## src/rtl/usb_rx_stream.sv

```systemverilog
// USB full-speed receive path: pad synchronisers, NRZI/bit-unstuff decoder, framing FSM, byte FIFO.
// Optional CRC16 residual check at EOP is compiled in with USB_RX_CRC16_EN.

// Generic byte FIFO with show-ahead head and zeroed read data while empty.
// Latency: write visible at rd_dat one clock after push; count updates on the same edge.
// Backpressure: wr_rdy low when full unless a pop frees the slot in the same cycle.
module usb_rx_fifo #(
  parameter int DEPTH = 8,
  parameter int W     = 8
) (
  input  logic                   clk,
  input  logic                   rst,
  input  logic                   wr_vld,
  input  logic [W-1:0]           wr_dat,
  output logic                   wr_rdy,
  output logic                   rd_vld,
  input  logic                   rd_rdy,
  output logic [W-1:0]           rd_dat,
  output logic                   full,
  output logic [$clog2(DEPTH):0] count
);
  localparam int PTR_W = $clog2(DEPTH);
  localparam int CNT_W = PTR_W + 1;

  logic [W-1:0]     mem [DEPTH];
  logic [PTR_W-1:0] wr_ptr;
  logic [PTR_W-1:0] rd_ptr;
  logic             push;
  logic             pop;

  assign rd_vld = (count != '0);
  assign full   = (count == CNT_W'(DEPTH));
  assign pop    = rd_vld & rd_rdy;
  assign wr_rdy = ~full | pop;
  assign push   = wr_vld & wr_rdy;
  assign rd_dat = rd_vld ? mem[rd_ptr] : '0;

  always_ff @(posedge clk) begin
    if (push) mem[wr_ptr] <= wr_dat;
  end

  always_ff @(posedge clk or posedge rst) begin
    if (rst) begin
      wr_ptr <= '0;
      rd_ptr <= '0;
      count  <= '0;
    end else begin
      if (push) wr_ptr <= wr_ptr + PTR_W'(1);
      if (pop)  rd_ptr <= rd_ptr + PTR_W'(1);
      case ({push, pop})
        2'b10:   count <= count + CNT_W'(1);
        2'b01:   count <= count - CNT_W'(1);
        default: count <= count;
      endcase
    end
  end
endmodule

// USB full-speed packet receiver: recovers bits, checks SYNC, unstuffs, assembles bytes into FIFO.
// Latency: last data bit sample to byte at r_data is 2 clocks when the FIFO was empty.
// Backpressure: none toward the line; a byte arriving at a full FIFO is dropped and flags r_error.
module usb_rx_stream #(
  parameter int CLKS_PER_BIT = 8,
  parameter int FIFO_DEPTH   = 8,
  parameter int CNT_W        = $clog2(FIFO_DEPTH) + 1
) (
  input  logic             clk,
  input  logic             rst,
  input  logic             d_plus,
  input  logic             d_minus,
  input  logic             r_enable,
  output logic [7:0]       r_data,
  output logic             empty,
  output logic             full,
  output logic [CNT_W-1:0] count,
  output logic             rcving,
  output logic             pkt_done,
  output logic             r_error
);
  localparam int TMR_W = $clog2(CLKS_PER_BIT);
  localparam logic [TMR_W-1:0] TMR_MAX = TMR_W'(CLKS_PER_BIT - 1);
  localparam logic [TMR_W-1:0] TMR_MID = TMR_W'(CLKS_PER_BIT / 2);

  typedef enum logic [2:0] {IDLE, SYNC, DATA, EOP_WAIT, ERR_WAIT} state_t;

  state_t           state_q, state_d;
  logic             dp_s1, dp_s2, dp_q, dm_s1, dm_s2;
  logic [TMR_W-1:0] bit_tmr;
  logic             prev_lvl;
  logic [6:0]       shift_q;
  logic [7:0]       shift_nxt;
  logic [2:0]       bit_cnt;
  logic [2:0]       ones_cnt;
  logic             se0_seen;
  logic             wr_vld, wr_rdy, rd_vld;
  logic [7:0]       wr_dat;
  logic             wr_drop;
  logic             crc_ok;

  logic dp_edge, dp_fall, samp, se0, line_j, nrzi_bit;
  logic start, take_bit, stuff_drop, sync_ok, byte_end, err_set, done_set;

  // J idles with D+ high, so D+ resets high and D- low
  always_ff @(posedge clk or posedge rst) begin
    if (rst) begin
      dp_s1 <= 1'b1;
      dp_s2 <= 1'b1;
      dp_q  <= 1'b1;
      dm_s1 <= 1'b0;
      dm_s2 <= 1'b0;
    end else begin
      dp_s1 <= d_plus;
      dp_s2 <= dp_s1;
      dp_q  <= dp_s2;
      dm_s1 <= d_minus;
      dm_s2 <= dm_s1;
    end
  end

  assign dp_edge   = dp_s2 ^ dp_q;
  assign dp_fall   = dp_q & ~dp_s2;
  assign samp      = (bit_tmr == TMR_MID);
  assign se0       = ~dp_s2 & ~dm_s2;
  assign line_j    = dp_s2 & ~dm_s2;
  assign nrzi_bit  = (dp_s2 == prev_lvl);
  assign shift_nxt = {nrzi_bit, shift_q};

  // Every D+ transition re-centres the sample point on the current bit
  always_ff @(posedge clk or posedge rst) begin
    if (rst)                     bit_tmr <= '0;
    else if (dp_edge)            bit_tmr <= '0;
    else if (bit_tmr == TMR_MAX) bit_tmr <= '0;
    else                         bit_tmr <= bit_tmr + TMR_W'(1);
  end

  always_ff @(posedge clk or posedge rst) begin
    if (rst) state_q <= IDLE;
    else     state_q <= state_d;
  end

  always_comb begin
    state_d    = state_q;
    start      = 1'b0;
    take_bit   = 1'b0;
    stuff_drop = 1'b0;
    sync_ok    = 1'b0;
    byte_end   = 1'b0;
    err_set    = 1'b0;
    done_set   = 1'b0;
    case (state_q)
      IDLE: begin
        if (dp_fall) begin
          start   = 1'b1;
          state_d = SYNC;
        end
      end
      SYNC: begin
        if (samp) begin
          take_bit = 1'b1;
          if (bit_cnt == 3'd7) begin
            if (shift_nxt == 8'h80) begin
              sync_ok = 1'b1;
              state_d = DATA;
            end else begin
              err_set = 1'b1;
              state_d = ERR_WAIT;
            end
          end
        end
      end
      DATA: begin
        if (samp) begin
          if (se0) begin
            if (bit_cnt == 3'd0) begin
              state_d = EOP_WAIT;
            end else begin
              err_set = 1'b1;
              state_d = ERR_WAIT;
            end
          end else if (ones_cnt == 3'd6) begin
            // Seventh bit after six ones must be a stuffed zero
            if (nrzi_bit) begin
              err_set = 1'b1;
              state_d = ERR_WAIT;
            end else begin
              stuff_drop = 1'b1;
            end
          end else begin
            take_bit = 1'b1;
            byte_end = (bit_cnt == 3'd7);
          end
        end
      end
      EOP_WAIT: begin
        if (samp && line_j) begin
          state_d = IDLE;
          if (!crc_ok) err_set  = 1'b1;
          else         done_set = ~r_error;
        end
      end
      ERR_WAIT: begin
        if (samp && line_j && se0_seen) state_d = IDLE;
      end
      default: state_d = IDLE;
    endcase
  end

  always_ff @(posedge clk or posedge rst) begin
    if (rst) begin
      prev_lvl <= 1'b1;
      shift_q  <= '0;
      bit_cnt  <= '0;
      ones_cnt <= '0;
      se0_seen <= 1'b0;
      wr_vld   <= 1'b0;
      wr_dat   <= '0;
      r_error  <= 1'b0;
      pkt_done <= 1'b0;
    end else begin
      pkt_done <= done_set;
      wr_vld   <= byte_end;
      if (byte_end) wr_dat <= shift_nxt;
      if (start) begin
        prev_lvl <= 1'b1;
        bit_cnt  <= '0;
        ones_cnt <= '0;
        se0_seen <= 1'b0;
        r_error  <= 1'b0;
      end else begin
        if (samp && (state_q == SYNC || state_q == DATA)) prev_lvl <= dp_s2;
        if (take_bit) begin
          shift_q <= shift_nxt[7:1];
          bit_cnt <= bit_cnt + 3'd1;
        end
        // The final SYNC bit is a one and opens the first stuffing run
        if (sync_ok)         ones_cnt <= 3'd1;
        else if (stuff_drop) ones_cnt <= '0;
        else if (take_bit)   ones_cnt <= nrzi_bit ? ones_cnt + 3'd1 : 3'd0;
        if (samp && se0 && (state_q == DATA || state_q == ERR_WAIT)) se0_seen <= 1'b1;
        if (err_set || wr_drop) r_error <= 1'b1;
      end
    end
  end

`ifdef USB_RX_CRC16_EN
  logic [15:0] crc_q;
  logic [15:0] crc_nxt;

  // Reflected 0x8005; running over the received CRC bytes leaves residual 0xB001
  assign crc_nxt = {1'b0, crc_q[15:1]} ^ ((crc_q[0] ^ nrzi_bit) ? 16'hA001 : 16'h0000);
  assign crc_ok  = (crc_q == 16'hB001);

  always_ff @(posedge clk or posedge rst) begin
    if (rst)                              crc_q <= 16'hFFFF;
    else if (start)                       crc_q <= 16'hFFFF;
    else if (take_bit && state_q == DATA) crc_q <= crc_nxt;
  end
`else
  assign crc_ok = 1'b1;
`endif

  assign wr_drop = wr_vld & ~wr_rdy;
  assign empty   = ~rd_vld;
  assign rcving  = (state_q != IDLE);

  usb_rx_fifo #(
    .DEPTH (FIFO_DEPTH),
    .W     (8)
  ) u_fifo (
    .clk    (clk),
    .rst    (rst),
    .wr_vld (wr_vld),
    .wr_dat (wr_dat),
    .wr_rdy (wr_rdy),
    .rd_vld (rd_vld),
    .rd_rdy (r_enable),
    .rd_dat (r_data),
    .full   (full),
    .count  (count)
  );
endmodule

```

## config.mk

```make
export PLATFORM = sky130hd
export DESIGN_NAME = usb_rx_stream
export DESIGN_NICKNAME = d
export VERILOG_FILES = /design/src/rtl/usb_rx_stream.sv
export SDC_FILE = /design/constraint.sdc
export NUM_CORES = 1
export LEC_CHECK = 0
export BUFFER_PORTS_ARGS = -buffer_cell sky130_fd_sc_hd__buf_4
export CORE_ASPECT_RATIO = 1.1
export CORE_MARGIN = 2
export CORE_UTILIZATION = 60
export DETAILED_ROUTE_END_ITERATION = 7
export PLACE_DENSITY_LB_ADDON = 0.1
export SLEW_MARGIN = 20
export SYNTH_ARGS = -nofsm -noshare
export SYNTH_HDL_FRONTEND = slang
export SYNTH_SLANG_ARGS = --single-unit
```

## constraint.sdc

```tcl
create_clock -name clk -period 7.1 [get_ports clk]
set_clock_uncertainty 0.2 [all_clocks]
set_input_delay 0.355 -clock clk [delete_from_list [all_inputs] [get_ports clk]]
set_output_delay 0.355 -clock clk [all_outputs]
set_load 0.01 [all_outputs]
```

; After elaboration in Yosys (flattened, before gate mapping)
; Memory sizes are Yosys's and may differ from the RTL's.
; Cells that the tools add are included.
[word_totals]
reg_bits = 47
latchBits = 0
mem_bits_rw = 64
rom_bits = 0
in_bits = 5
output_inout_bits = 17
elab_cells = 145
n_memories = 1
[mem_list]
columns = memory, words, width, read_ports, rd_ports_with_merged_regs, write_ports, line
row1 = u_fifo.mem, 8, 8, 1, 0, 1, 25  ; logic [W-1:0] mem [DEPTH];
[op_classes]
addsub = 7
multipliers = 0
div = 0
magnitude_cmp = 0
n_eq_ne = 21
n_shift = 0
n_mux = 62
bitwise = 15
reduce_logical = 20
[ops]
columns = cell, n
row1 = $mux W3, 20
row2 = $mux W1, 37
row3 = $add A3 B1 Y3 const B, 5
row4 = $eq A3 B3 Y1 const B, 5
row5 = $pmux W3 S5, 1
row6 = $ne A2 B2 Y1 const B, 6
row7 = $reduce_bool A2 Y1, 5
row8 = $eq A8 B8 Y1 const B, 1
row9 = $mux W8, 1
row10 = $pmux W4 S2, 1
row11 = $reduce_and A8 Y1, 1
row12 = $reduce_bool A4 Y1, 2
row13 = $not A1 Y1, 7
row14 = $and A1 B1 Y1, 6
row15 = $eq A3 B2 Y1 const B, 2
row16 = $logic_not A3 Y1, 2
row17 = $ne A3 B3 Y1 const B, 2
row18 = $logic_and A1 B1 Y1, 5
row19 = $add A4 B1 Y4 const B, 1
row20 = $eq A4 B4 Y1 const B, 1
row21 = $pmux W1 S2, 2
row22 = $sub A4 B1 Y4 const B, 1
row23 = $eq A3 B1 Y1 const B, 1
row24 = $logic_or A1 B1 Y1, 3
row25 = other kinds (7), 7

; Depth between registers and ports, before layout
[logic_depth]
depth_word = 9
depth_mapped = 12

; Modules after synthesis
; From an unflattened synthesis, not the netlist that was laid out.
[unflattened]
hier_cells = 341
hier_area_um2 = 4944.7
[by_module_without_submodules]
columns = module, n_inst, cells_each, area_each_um2
row1 = usb_rx_fifo, 1, 176, 3134.3
row2 = usb_rx_stream, 1, 165, 1810.5

; Worst setup path after synthesis
; Ideal clock, no wire load.
[synth_path]
path_type = reg2reg
start = register u_fifo.count[1]
end = register u_fifo.count[2]
setup_time_ps = 131
arrival_time_ps = 2530
slack_ps = 4239
path_stages_with_launch = 11
path_buffers = 1
synth_period_minus_slack_ps = 2861
path_cell_list = dfrtp_1 > buf_2 > nor4_2 > nor2b_2 > ha_1 > xor2_1 > ha_1 > a21oi_1 > xor2_1 > nor2_1 > xor2_1
[synth_via]
elab_chain_len = 6
[synth_rtl]
columns = element, line
row1 = start: declaration, 20  ; output logic [$clog2(DEPTH):0] count
row2 = start signal: assignment, 51  ; 2'b10: count <= count + CNT_W'(1);
row3 = start signal: assignment, 52  ; 2'b01: count <= count - CNT_W'(1);
row4 = start signal: assignment, 53  ; default: count <= count;
row5 = $reduce_bool A4 Y1 (*), 31  ; assign rd_vld = (count != '0);
row6 = $and A1 B1 Y1 (*), 33  ; assign pop = rd_vld & rd_rdy;
row7 = via u_fifo.pop, 29  ; logic pop;
row8 = $or A1 B1 Y1, 34  ; assign wr_rdy = ~full | pop;
row9 = $and A1 B1 Y1, 35  ; assign push = wr_vld & wr_rdy;
row10 = $eq A2 B1 Y1 or $eq A2 B2 Y1 (tied branches), 50  ; case ({push, pop})
row11 = $pmux W4 S2 or $reduce_bool A2 Y1 (tied branches), -
; Mark *: on every way through the listed nets, which the timed path passes. The rest lies on a longest branch.
; A chain may end at the register's enable or synchronous reset.

; Worst setup path in the final report
; Same ends and word-level chain as after synthesis.

==> run_summary.xml <==
<?xml version="1.0" encoding="UTF-8"?>
<metrics>
  <group name="detailed_routing">
    <metric name="post_drt_wl_per_cell" unit="um">17.6</metric>
    <metric name="routedLengthMet1" unit="um">3500</metric>
    <metric name="maxUsedRoutingLayer" unit="">met4</metric>
    <metric name="drt_drc_violations_left" unit="">0</metric>
    <metric name="detail_route.vias_per_cell" unit="">5.74</metric>
    <metric name="drt_first_iter_violations" unit="">153</metric>
    <metric name="total_iterations_of_the_first_detailed_routing_run" unit="">4</metric>
    <metric name="wl_met3" unit="um">253</metric>
    <metric name="drtAntennaViolNets" unit="">0</metric>
    <metric name="final_routed_wirelength_across_all_metal_layers" unit="um">8140</metric>
    <metric name="detailroute.wirelength.met2" unit="um">4280</metric>
    <metric name="detailroute.via_count" unit="">2647</metric>
  </group>
  <group name="clock_tree">
    <metric name="h-tree-depth" unit="">3</metric>
    <metric name="cts_num_sinks" unit="">111</metric>
    <metric name="post_cts_resized" unit="">0</metric>
    <metric name="clk_transition_reported_paths" unit="ns">0.10</metric>
    <metric name="cts_tree" unit="">yes</metric>
    <metric name="tritoncts.num_buffers" unit="">9</metric>
    <metric name="clock_insertion_delay_worst_skew" unit="ns">0.36</metric>
    <metric name="clock_path_buffers" unit="">2</metric>
    <metric name="clock-root-buffer" unit="">sky130_fd_sc_hd__clkbuf_8</metric>
  </group>
  <group name="place">
    <metric name="postPlaceCellArea" unit="um2">5060</metric>
    <metric name="placement.io_buffers" unit="">21</metric>
    <metric name="gp_congestion" unit="">0.814</metric>
    <metric name="place_hpwl" unit="um">5650</metric>
  </group>
  <group name="critical_path">
    <metric name="setup.worst_path.class" unit="">reg2reg</metric>
    <metric name="worst_reg2reg_path_endpoint" unit="">u_fifo.count[2]</metric>
    <metric name="rrSetupSlack" unit="ns">4.04</metric>
    <metric name="reg2regPathDepth" unit="">9</metric>
    <metric name="timing.rr.start" unit="">u_fifo.count[1]</metric>
    <metric name="critical-path-max-stage-delay" unit="ns">0.91</metric>
    <metric name="worst_endpoint_data_arrival_time" unit="ns">3.11</metric>
    <metric name="cp.buffers_inverters" unit="">0</metric>
    <metric name="path_cells" unit="">nor4_2 &gt; nor2b_2 &gt; ha_1 &gt; xor2_1 &gt; ha_1 &gt; a21oi_1 &gt; xor2_1 &gt; nor2_1 &gt; xor2_1</metric>
    <metric name="timing.critical_path.mode_cell" unit="">sky130_fd_sc_hd__xor2_1</metric>
    <metric name="critPathSlowestCell" unit="">sky130_fd_sc_hd__nor4_2</metric>
    <metric name="worstPathRequired" unit="ns">7.15</metric>
    <metric name="crit_path_max_fanout" unit="">10</metric>
    <metric name="timing.critical_path.max_delay_family" unit="">simple AND/OR/NAND/NOR gates</metric>
    <metric name="critical_path.endpoint_type" unit="">register</metric>
    <metric name="worstSetupStartpointType" unit="">register</metric>
  </group>
  <group name="global_routing">
    <metric name="groute.usage.overall" unit="">0.201</metric>
    <metric name="grt_overflow" unit="">0</metric>
    <metric name="grt_first_pass_wirelength" unit="um">13000</metric>
    <metric name="grt_max_degree" unit="">48</metric>
    <metric name="grt_antenna_before_repair" unit="">0</metric>
    <metric name="number_of_global_route_vias_before_repair" unit="">2639</metric>
  </group>
  <group name="power">
    <metric name="vdd_drop_max" unit="mV">0.196</metric>
    <metric name="powerDensity" unit="nW/um2">303</metric>
    <metric name="leakagePower" unit="nW">1.93</metric>
  </group>
  <group name="synth">
    <metric name="ys_async_sr_fraction" unit="">0.423</metric>
    <metric name="synth_sequential_area_ratio" unit="">0.644</metric>
    <metric name="yosys.area_share.xor_xnor" unit="">0.0182</metric>
    <metric name="synth_seq_cells" unit="">111</metric>
    <metric name="synth_compound_area_frac" unit="">0.0478</metric>
    <metric name="yosys.area.top_type" unit="">sky130_fd_sc_hd__edfxtp_1</metric>
    <metric name="post_synth_mux_area_share" unit="">0.135</metric>
    <metric name="synth-warning-count" unit="">0</metric>
    <metric name="avgSynthCellArea" unit="um2">14.9</metric>
    <metric name="synth_top_flop_cell" unit="">sky130_fd_sc_hd__edfxtp_1</metric>
    <metric name="post_synth_and_or_nand_nor_area_fraction" unit="">0.0946</metric>
    <metric name="synthDistinctLibCells" unit="">54</metric>
    <metric name="synthesis.instances" unit="">323</metric>
    <metric name="post_synth_main_area_contributors" unit="">sky130_fd_sc_hd__edfxtp_1 (40%), sky130_fd_sc_hd__dfrtp_1 (22%), sky130_fd_sc_hd__mux4_2 (7.5%)</metric>
    <metric name="fraction_of_the_mapped_netlist_area_in_adder_cells" unit="">0.0364</metric>
    <metric name="dominant_combinational_cell_family_by_area_after_synthesis" unit="">multiplexers</metric>
    <metric name="synth_edf_count" unit="">64</metric>
    <metric name="post_synth_instance_area" unit="um2">4810</metric>
    <metric name="synthDominantCellAreaShare" unit="">0.399</metric>
    <metric name="synthesis.nets" unit="">342</metric>
  </group>
  <group name="floorplan">
    <metric name="design.die.area" unit="um2">8760</metric>
    <metric name="starting_utilization_of_the_core_area" unit="">0.612</metric>
    <metric name="core_area" unit="um2">7870</metric>
    <metric name="die-height" unit="um">98.0</metric>
    <metric name="rows" unit="">34</metric>
    <metric name="top_level_ports" unit="">22</metric>
    <metric name="die_w" unit="um">89.4</metric>
  </group>
  <group name="finish">
    <metric name="share_of_post_route_cells_with_drive_strength_above_1" unit="">0.241</metric>
    <metric name="antenna-diode-count" unit="">0</metric>
    <metric name="final_design_area_no_fill" unit="um2">5310</metric>
    <metric name="final_nets" unit="">367</metric>
    <metric name="area_growth_syn_to_layout" unit="%">10.3</metric>
  </group>
  <group name="hold_path">
    <metric name="min_to" unit="">dm_s2</metric>
    <metric name="min-delay-path-class" unit="">reg2reg</metric>
    <metric name="hold_path.startpoint" unit="">dm_s1</metric>
    <metric name="worstHoldPathCells" unit="">0</metric>
  </group>
  <group name="sta">
    <metric name="achievable-frequency" unit="MHz">327</metric>
    <metric name="post_layout_min_period" unit="ns">3.06</metric>
    <metric name="setup_viol" unit="">0</metric>
    <metric name="slew_headroom" unit="">0.310</metric>
    <metric name="final.hold.worst_slack" unit="ns">0.158</metric>
    <metric name="fin_crit_sh" unit="">0.431</metric>
    <metric name="grt_setup_unrepaired" unit="">no</metric>
    <metric name="hold_viol_final" unit="">0</metric>
    <metric name="timing_worst_slew_pin_value" unit="ns">1.03</metric>
    <metric name="finalMaxSlewViolations" unit="">0</metric>
    <metric name="totalNegativeSetupSlack" unit="ns">0</metric>
  </group>
  <group name="run_status">
    <metric name="run_status" unit="">complete, no violations</metric>
  </group>
  <group name="run">
    <metric name="cap_violations" unit="">0</metric>
  </group>
</metrics>
## metrics by stage
stage / total power (W) / worst slack, ns / util / instances
6_report: 0.00161 / 4.04 / 0.675 / 461
5_1_grt: 0.00169 / 3.84 / 0.675 / 461
4_1_cts: 0.00162 / 4.01 / 0.673 / 460
3_5_place_dp: 0.00123 / 4.03 / 0.643 / 442
3_3_place_gp: 0.00122 / 4.15 / 0.642 / 442
2_1_floorplan: 0.00112 / 4.24 / - / 323
## worst register-to-register path: stages (launching register included)
cell                      delay (ns)
sky130_fd_sc_hd__dfrtp_1        0.49
sky130_fd_sc_hd__nor4_2         0.91
sky130_fd_sc_hd__nor2b_2        0.19
sky130_fd_sc_hd__ha_1           0.33
sky130_fd_sc_hd__xor2_1         0.16
sky130_fd_sc_hd__ha_1           0.18
sky130_fd_sc_hd__a21oi_1        0.14
sky130_fd_sc_hd__xor2_1         0.15
sky130_fd_sc_hd__nor2_1         0.07
sky130_fd_sc_hd__xor2_1         0.14
## per-layer routing
metal | GRT usage | vias up
met5 | 0 | -
met4 | 0.0654 | 0
met3 | 0.0380 | 8
met2 | 0.345 | 46
met1 | 0.254 | 1347
li1 | - | 1246
## cells in the final DEF (no fill, tap or decap), types with 3 or more instances in the layout
master and n:
sky130_fd_sc_hd__xor2_1 6, sky130_fd_sc_hd__clkbuf_8 9, sky130_fd_sc_hd__dlygate4sd3_1 3, sky130_fd_sc_hd__dfstp_2 4, sky130_fd_sc_hd__mux2_2 17, sky130_fd_sc_hd__o21ai_0 9
sky130_fd_sc_hd__edfxtp_1 64, sky130_fd_sc_hd__nand2_1 27, sky130_fd_sc_hd__a21oi_1 7, sky130_fd_sc_hd__buf_4 21, sky130_fd_sc_hd__nand3_1 3, sky130_fd_sc_hd__and2_1 3
sky130_fd_sc_hd__dfrtp_1 42, sky130_fd_sc_hd__nor2_1 22, sky130_fd_sc_hd__xnor2_1 4, sky130_fd_sc_hd__mux4_2 16, sky130_fd_sc_hd__mux2i_1 10, sky130_fd_sc_hd__nor3b_1 3
sky130_fd_sc_hd__nand2b_1 4, sky130_fd_sc_hd__ha_1 14, sky130_fd_sc_hd__inv_1 14
## synthesized netlist by cell type, types with 3 or more instances
library cell,instances
sky130_fd_sc_hd__nand3_1,3
sky130_fd_sc_hd__mux4_2,16
sky130_fd_sc_hd__ha_1,14
sky130_fd_sc_hd__xor2_1,6
sky130_fd_sc_hd__nand2_1,27
sky130_fd_sc_hd__xnor2_1,4
sky130_fd_sc_hd__and2_1,3
sky130_fd_sc_hd__inv_1,15
sky130_fd_sc_hd__edfxtp_1,64
sky130_fd_sc_hd__dfrtp_1,43
sky130_fd_sc_hd__mux2_2,17
sky130_fd_sc_hd__dfstp_2,4
sky130_fd_sc_hd__a21oi_1,7
sky130_fd_sc_hd__nor3_1,3
sky130_fd_sc_hd__nor3b_1,3
sky130_fd_sc_hd__nand2b_1,4
sky130_fd_sc_hd__buf_2,5
sky130_fd_sc_hd__mux2i_1,10
sky130_fd_sc_hd__o21ai_0,9
sky130_fd_sc_hd__nor2_1,22
## how the worst max path moves through the flow
stage | slack [ns] | cells after the start | end | from
finish | 4.04 | 9 | u_fifo.count[2] | u_fifo.count[1]
global route | 3.84 | 9 | u_fifo.count[2] | u_fifo.count[1]
CTS | 4.01 | 9 | u_fifo.count[2] | u_fifo.count[1]
detailed placement | 4.03 | 9 | u_fifo.count[2] | u_fifo.count[1]
global placement | 4.15 | 9 | u_fifo.count[2] | u_fifo.count[1]
floorplan | 4.24 | 10 | u_fifo.count[2] | u_fifo.count[1]
## cell type report
class	instances	area, um2
fillers	562	2560
inverters	15	57.6
clock inverters	7	91.3
flip-flops and latches	111	3100
multi-input cells	187	1610
well taps	108	135
repair buffers	24	188
clock buffers	9	124
## registers in the layout (all words and copies together) (netlist names)
register / count
u_fifo.wr_ptr: 3
bit_cnt: 3
bit_tmr: 3
ones_cnt: 3
dm_s2: 1
pkt_done: 1
dp_q: 1
wr_vld: 1
dp_s2: 1
shift_q: 7
wr_dat: 8
u_fifo.mem: 64
r_error: 1
state_q: 3
u_fifo.count: 4
dp_s1: 1
se0_seen: 1
prev_lvl: 1
u_fifo.rd_ptr: 3
dm_s1: 1
## where the power goes
part,internal (W),leakage [nW],switching [W]
logic,0.000197,0.783,0.000156
registers,0.000732,1.05,0.000130
clock network,0.000171,0.105,0.000224
## cells by family after synthesis
| group | Yosys count |
|---|---|
| AND/OR/NAND/NOR | 86 |
| AO/OA/AOI/OAI | 34 |
| adder cells (fa/ha/maj) | 14 |
| buffers and inverters | 25 |
| XOR/XNOR | 10 |
| flip-flops | 111 |
| multiplexers | 43 |
## timing repair
action,in CTS,in global routing
hold buffers,2,1
setup buffers,0,0
setup endpoints to repair,0,0
hold endpoints to repair,2,43
Note: power is estimated with default switching activity, not from simulation.
